$ cat src/rtl/instr_encode_pkg.sv
// Shared constants for the RV32I instruction encoder: format codes, opcodes and the NOP word.
package instr_encode_pkg;

  localparam logic [2:0] FmtR       = 3'd0;
  localparam logic [2:0] FmtI       = 3'd1;
  localparam logic [2:0] FmtIshift  = 3'd2;
  localparam logic [2:0] FmtS       = 3'd3;
  localparam logic [2:0] FmtB       = 3'd4;
  localparam logic [2:0] FmtU       = 3'd5;
  localparam logic [2:0] FmtJ       = 3'd6;
  localparam logic [2:0] FmtIllegal = 3'd7;

  localparam logic [6:0] OpcLoad    = 7'h03;
  localparam logic [6:0] OpcMiscMem = 7'h0f;
  localparam logic [6:0] OpcOpImm   = 7'h13;
  localparam logic [6:0] OpcAuipc   = 7'h17;
  localparam logic [6:0] OpcStore   = 7'h23;
  localparam logic [6:0] OpcOp      = 7'h33;
  localparam logic [6:0] OpcLui     = 7'h37;
  localparam logic [6:0] OpcBranch  = 7'h63;
  localparam logic [6:0] OpcJalr    = 7'h67;
  localparam logic [6:0] OpcJal     = 7'h6f;
  localparam logic [6:0] OpcSystem  = 7'h73;

  localparam logic [31:0] Nop = 32'h00000013;

  // Buffer entry: {imm_err, instr}.
  localparam int unsigned EntryW = 33;

endpackage

$ cat src/rtl/instr_encode_fifo.sv
// Valid/ready FIFO holding encoded words; pointers wrap modulo DEPTH, head reads as 0 when empty.
module instr_encode_fifo #(
  parameter int unsigned WIDTH = 33,
  parameter int unsigned DEPTH = 2
) (
  input  logic             clk,
  input  logic             rst_n,
  input  logic             wr_valid,
  output logic             wr_ready,
  input  logic [WIDTH-1:0] wdata,
  output logic             rd_valid,
  input  logic             rd_ready,
  output logic [WIDTH-1:0] rdata,
  output logic             pop
);

  localparam int unsigned PtrW = (DEPTH > 1) ? $clog2(DEPTH) : 1;
  localparam int unsigned OccW = $clog2(DEPTH + 1);

  logic [PtrW-1:0]  wr_ptr_q, rd_ptr_q;
  logic [OccW-1:0]  occ_q, occ_d;
  logic [WIDTH-1:0] mem_q [DEPTH];
  logic             push;

  function automatic logic [PtrW-1:0] ptr_inc(input logic [PtrW-1:0] p);
    return (p == PtrW'(DEPTH - 1)) ? '0 : p + PtrW'(1);
  endfunction

  assign wr_ready = (occ_q < OccW'(DEPTH));
  assign rd_valid = (occ_q != '0);
  assign push     = wr_valid & wr_ready;
  assign pop      = rd_valid & rd_ready;
  assign rdata    = rd_valid ? mem_q[rd_ptr_q] : '0;

  always_comb begin
    occ_d = occ_q;
    case ({push, pop})
      2'b10:   occ_d = occ_q + OccW'(1);
      2'b01:   occ_d = occ_q - OccW'(1);
      default: occ_d = occ_q;
    endcase
  end

  always_ff @(posedge clk or negedge rst_n) begin
    if (!rst_n) begin
      wr_ptr_q <= '0;
      rd_ptr_q <= '0;
      occ_q    <= '0;
    end else begin
      occ_q <= occ_d;
      if (push) wr_ptr_q <= ptr_inc(wr_ptr_q);
      if (pop)  rd_ptr_q <= ptr_inc(rd_ptr_q);
    end
  end

  // Storage needs no reset: the head is masked whenever the buffer is empty.
  always_ff @(posedge clk) begin
    if (push) mem_q[wr_ptr_q] <= wdata;
  end

endmodule

$ cat src/rtl/instr_encode.sv
// RV32I instruction encoder with an output FIFO and transfer counter.
// Optional immediate range checking is enabled by defining INSTR_ENCODE_RANGE_CHECK_EN.
module instr_encode
  import instr_encode_pkg::*;
#(
  parameter int unsigned DEPTH = 2,
  parameter int unsigned CNT_W = 16
) (
  input  logic             clk,
  input  logic             rst_n,
  input  logic             in_valid,
  output logic             in_ready,
  input  logic [2:0]       fmt,
  input  logic [6:0]       opcode,
  input  logic [4:0]       rd,
  input  logic [4:0]       rs1,
  input  logic [4:0]       rs2,
  input  logic [2:0]       funct3,
  input  logic [6:0]       funct7,
  input  logic [31:0]      imm,
  output logic             out_valid,
  input  logic             out_ready,
  output logic [31:0]      instr,
  output logic             imm_err,
  output logic [CNT_W-1:0] enc_count
);

  logic [31:0]       enc_word;
  logic              fmt_err;
  logic              range_err;
  logic [EntryW-1:0] head;
  logic              pop;
  logic [CNT_W-1:0]  enc_count_q;

  always_comb begin
    enc_word = Nop;
    fmt_err  = 1'b0;
    case (fmt)
      FmtR:      enc_word = {funct7, rs2, rs1, funct3, rd, opcode};
      FmtI:      enc_word = {imm[11:0], rs1, funct3, rd, opcode};
      FmtIshift: enc_word = {funct7, imm[4:0], rs1, funct3, rd, opcode};
      FmtS:      enc_word = {imm[11:5], rs2, rs1, funct3, imm[4:0], opcode};
      FmtB:      enc_word = {imm[12], imm[10:5], rs2, rs1, funct3, imm[4:1], imm[11], opcode};
      FmtU:      enc_word = {imm[31:12], rd, opcode};
      FmtJ:      enc_word = {imm[20], imm[10:1], imm[11], imm[19:12], rd, opcode};
      default: begin
        enc_word = Nop;
        fmt_err  = 1'b1;
      end
    endcase
  end

`ifdef INSTR_ENCODE_RANGE_CHECK_EN
  // Sign-extension check: the dropped upper bits must all equal the kept sign bit.
  always_comb begin
    range_err = 1'b0;
    case (fmt)
      FmtI, FmtS: range_err = !((&imm[31:11]) || !(|imm[31:11]));
      FmtB:       range_err = !((&imm[31:12]) || !(|imm[31:12])) || imm[0];
      FmtJ:       range_err = !((&imm[31:20]) || !(|imm[31:20])) || imm[0];
      FmtU:       range_err = |imm[11:0];
      FmtIshift:  range_err = |imm[31:5];
      default:    range_err = 1'b0;
    endcase
  end
`else
  assign range_err = 1'b0;
`endif

  instr_encode_fifo #(
    .WIDTH(EntryW),
    .DEPTH(DEPTH)
  ) u_fifo (
    .clk      (clk),
    .rst_n    (rst_n),
    .wr_valid (in_valid),
    .wr_ready (in_ready),
    .wdata    ({fmt_err | range_err, enc_word}),
    .rd_valid (out_valid),
    .rd_ready (out_ready),
    .rdata    (head),
    .pop      (pop)
  );

  assign instr   = head[31:0];
  assign imm_err = head[32];

  always_ff @(posedge clk or negedge rst_n) begin
    if (!rst_n) begin
      enc_count_q <= '0;
    end else if (pop) begin
      enc_count_q <= enc_count_q + CNT_W'(1);
    end
  end

  assign enc_count = enc_count_q;

endmodule
$ cat config.mk
export PLATFORM = sky130hd
export DESIGN_NAME = instr_encode
export DESIGN_NICKNAME = d
export VERILOG_FILES = /design/src/rtl/instr_encode_pkg.sv /design/src/rtl/instr_encode_fifo.sv /design/src/rtl/instr_encode.sv
export SDC_FILE = /design/constraint.sdc
export NUM_CORES = 1
export LEC_CHECK = 0
export BUFFER_PORTS_ARGS = -buffer_cell sky130_fd_sc_hd__buf_2
export CAP_MARGIN = 20
export CORE_MARGIN = 2
export CORE_UTILIZATION = 52
export DETAILED_ROUTE_END_ITERATION = 8
export HOLD_SLACK_MARGIN = 0.15
export PLACE_DENSITY = 0.8
export SETUP_SLACK_MARGIN = 0.4
export SYNTH_ARGS = -nofsm -noshare
export SYNTH_HDL_FRONTEND = slang
export SYNTH_SLANG_ARGS = --single-unit
$ cat constraint.sdc
create_clock -name clk -period 3.7 [get_ports clk]
set_clock_uncertainty 0.15 [all_clocks]
set_input_delay 0.185 -clock clk [delete_from_list [all_inputs] [get_ports clk]]
set_output_delay 0.185 -clock clk [all_outputs]
set_load 0.005 [all_outputs]
==> results summary <==
The fraction of final layout cells with drive strength greater than 1 came out at 28.15%. The slack of the worst reg-to-reg path came out at 1.65 ns. The most critical setup path has its startpoint at u_fifo.rd_ptr_q. The overall die width came out at 95.64 um. The maximum number of buffers from clock root to sink is 2.

The met1 track utilization from global routing is 24.09%. The average cell area after synthesis is 11.37 um2. The critical path endpoint category is an output pin.

The clock reaches the later pin of the worst-skew pair after 0.35 ns. The final critical-path required period came out at 2.334 ns. The distinct cell type count of the synthesized netlist is 36. The clock net in this run drives a total of 86 sinks. The clock tree root buffer cell is clkbuf_8. For this run, the top clock speed supported by timing is 428.4 MHz. The via count of the first global-routing pass came out at 3,225. The met2 usage came out at 37.41%. The netlist area before placement is 0.004367 mm2. The worst slack at placement is 1.555 ns. The global-route wire length before repair is 14,620 um. After clock tree synthesis, the clock-pin slew on the worst setup and hold paths is 0.08 ns. The routability congestion estimate came out at 0.8528. The worst slew slack as a fraction of its limit came out at 30.36%. 0 antenna diodes ended up in the layout. The area growth from synthesis to layout is 29.37%. The count of buffers added by post-CTS timing repair for setup came out at 0.

By count the netlist is led by 66 x edfxtp_1, 46 x nor2_1, 38 x mux2i_1. The run finished with clean final reports. The via count is 3,390.

In this run the worst hold path is classified as in2async. The setup path with the least slack is of type reg2out. The number of antenna violations at the first check in global routing is 0. The data arrival at the endpoint of the critical path is 2.00 ns. Summed over its instances, the top area cell type makes up 45.39% of the synthesized netlist area. For this configuration, the core starts out at a cell density of 53.41%. The hold buffer count at cts is 42. The worst register-to-register path ends at u_fifo.mem_q[0][20].

By instance count, the leading cell after synthesis is edfxtp_1. The sum of overflow across all layers after global routing is 0. The number of nets at the end of the flow is 608. The analysis attributes to cell leakage a power of 2.418 nW.

The post-route DRC violation count came out at 0. The number of iterations in the first detailed-routing pass came out at 4. The number of primary I/O pins came out at 122.

The share of flip-flops with an asynchronous set or reset came out at 23.26%. The number of warnings printed during yosys synthesis is 0. Buffers inserted during clock tree synthesis total 9.

For this block, the routed nets add up to 9675 um of wire. After global routing, the most crowded layer is met2. The post-detailed-route via-to-cell ratio is 5.256. The power density over cell area is 562.0 mW/mm2. The total global routing track utilization is 21.29%. The number of register bits inferred by synthesis is 86.

The core outline area is 0.008175 mm2. The overall die area came out at 0.009146 mm2. The number of hold violations in the final report came out at 0. The maximum number of pins on one net before global-route repair came out at 60.

The met3 routing resource usage after global routing is 4.032%. Yosys mapped a number of flops with a built-in enable equal to 66. By area the synthesized netlist is led by edfxtp_1 45%, dfrtp_1 11%, mux2i_1 8.7%.

The final setup violation count came out at 0. The startpoint identified for the worst register-to-register timing path is u_fifo.occ_q[1]. The row count is 33. The count of antenna-violating nets left after detailed routing is 0.

The HPWL after detailed placement came out at 6030 um. Setup repair after global routing left no endpoint under its margin. The number of cells traversed by the worst register-to-register path is 3. For this block, the initial DRC count from the detailed router was 169.

The total power after layout came out at 0.003175 W. The number of violations of the max-capacitance limit is 0. The peak fanout along the critical path is 34. The accumulated negative setup slack is 0 ns. The pin slew with the least headroom to its limit came out at 1.045 ns. Across the VDD grid, the largest voltage drop is 370.7 uV. In the final routed layout, each cell accounts on average for 15.00 um.

The number of H-tree levels is 3. Post-CTS repair changed the size of 0 cells. The final critical path takes up 63.09% of the cycle.

Synthesis handed over a netlist of 384 instances. The clock tree from TritonCTS is built. During placement, the flow inserted port buffers numbering 121. The fraction of the yosys area taken by sequential cells is 56.85%. Of all cell types, the one taking the most synthesized area is edfxtp_1.

The sort of element at the start of the critical path is a flip-flop. Data on the critical path is required at its endpoint by 3.37 ns. In this run the vertical extent of the chip is 95.64 um. The most used flip-flop cell after synthesis is edfxtp_1. The number of max-slew violations in the final report was 0. The least setup slack across all paths after layout came out at 1.366 ns.

The net count of the mapped netlist is 457.
## report_power, final
part | internal (W) | switching [W]
combinational | 0.000510 | 0.000520
clock | 0.000363 | 0.000322
sequential | 0.00126 | 0.000199
## cell type report
type	count	area [um2]
multi-input combinational	268	1760
tap	105	131.4
sequential	86	2484
fill	624	2526
timing repair buffer	163	1026
clock inverter	3	20.02
inverter	7	26.28
clock buffer	13	201.4
## how the worst max path moves through the flow
stage	endpoint	slack [ns]
after floorplan	u_fifo.mem_q[0][0]	1.08
after CTS	instr[12]	1.36
after global placement	u_fifo.mem_q[0][31]	1.61
after global routing	instr[31]	1.30
after detailed placement	u_fifo.mem_q[0][31]	1.56
final	instr[12]	1.37
## per-stage QoR
| step | instance area (um2) | hold WS (ns) | instances | util (%) |
|---|---|---|---|---|
| 6_report | 5649 | 0.1641 | 645 | 69.10 |
| 5_1_grt | 5649 | 0.1805 | 645 | 69.10 |
| 4_1_cts | 5649 | 0.1508 | 645 | 69.10 |
| 3_5_place_dp | 5007 | 0.009553 | 587 | 61.25 |
| 3_3_place_gp | 5007 | -0.004196 | 587 | 61.25 |
| 2_1_floorplan | 4367 | -0.2606 | 384 | - |
## cell usage in the layout (no fill, tap or decap), types with 19 or more instances in the layout
master,n
nor2b_1,27
dfrtp_1,19
mux2i_1,38
edfxtp_1,66
dlygate4sd3_1,42
a21oi_1,24
xnor2_1,19
buf_2,121
nor2_1,44
nand2_1,27
## cell families after synthesis
| group | count (synthesis) | share of synthesized area (%) |
|---|---|---|
| buf+inv | 30 | 3.209 |
| mux | 43 | 10.00 |
| fa+ha+maj | 2 | 0.5730 |
| flops | 86 | 56.85 |
| xor+xnor | 20 | 4.012 |
| compound gates | 60 | 8.625 |
| simple gates | 143 | 16.73 |
## sequential cells by signal (all words and copies together), names as in the netlist
name and count:
enc_count 16, u_fifo.rd_ptr_q 1, u_fifo.mem_q 66, u_fifo.wr_ptr_q 1, u_fifo.occ_q 2
## worst max-delay path: stages (launching register included)
cell and delay, ns:
dfrtp_2 1.06, mux2i_1 0.29, nor2_1 0.09, buf_2 0.18
## per-layer routing
layer  up-vias  wire length (um)
met2       123              4912
met3        29               522
met1      1569              3878
met4         0               362
li1       1669                 -
met5         -                 0
No activity file was read; power rests on OpenSTA's default activity.
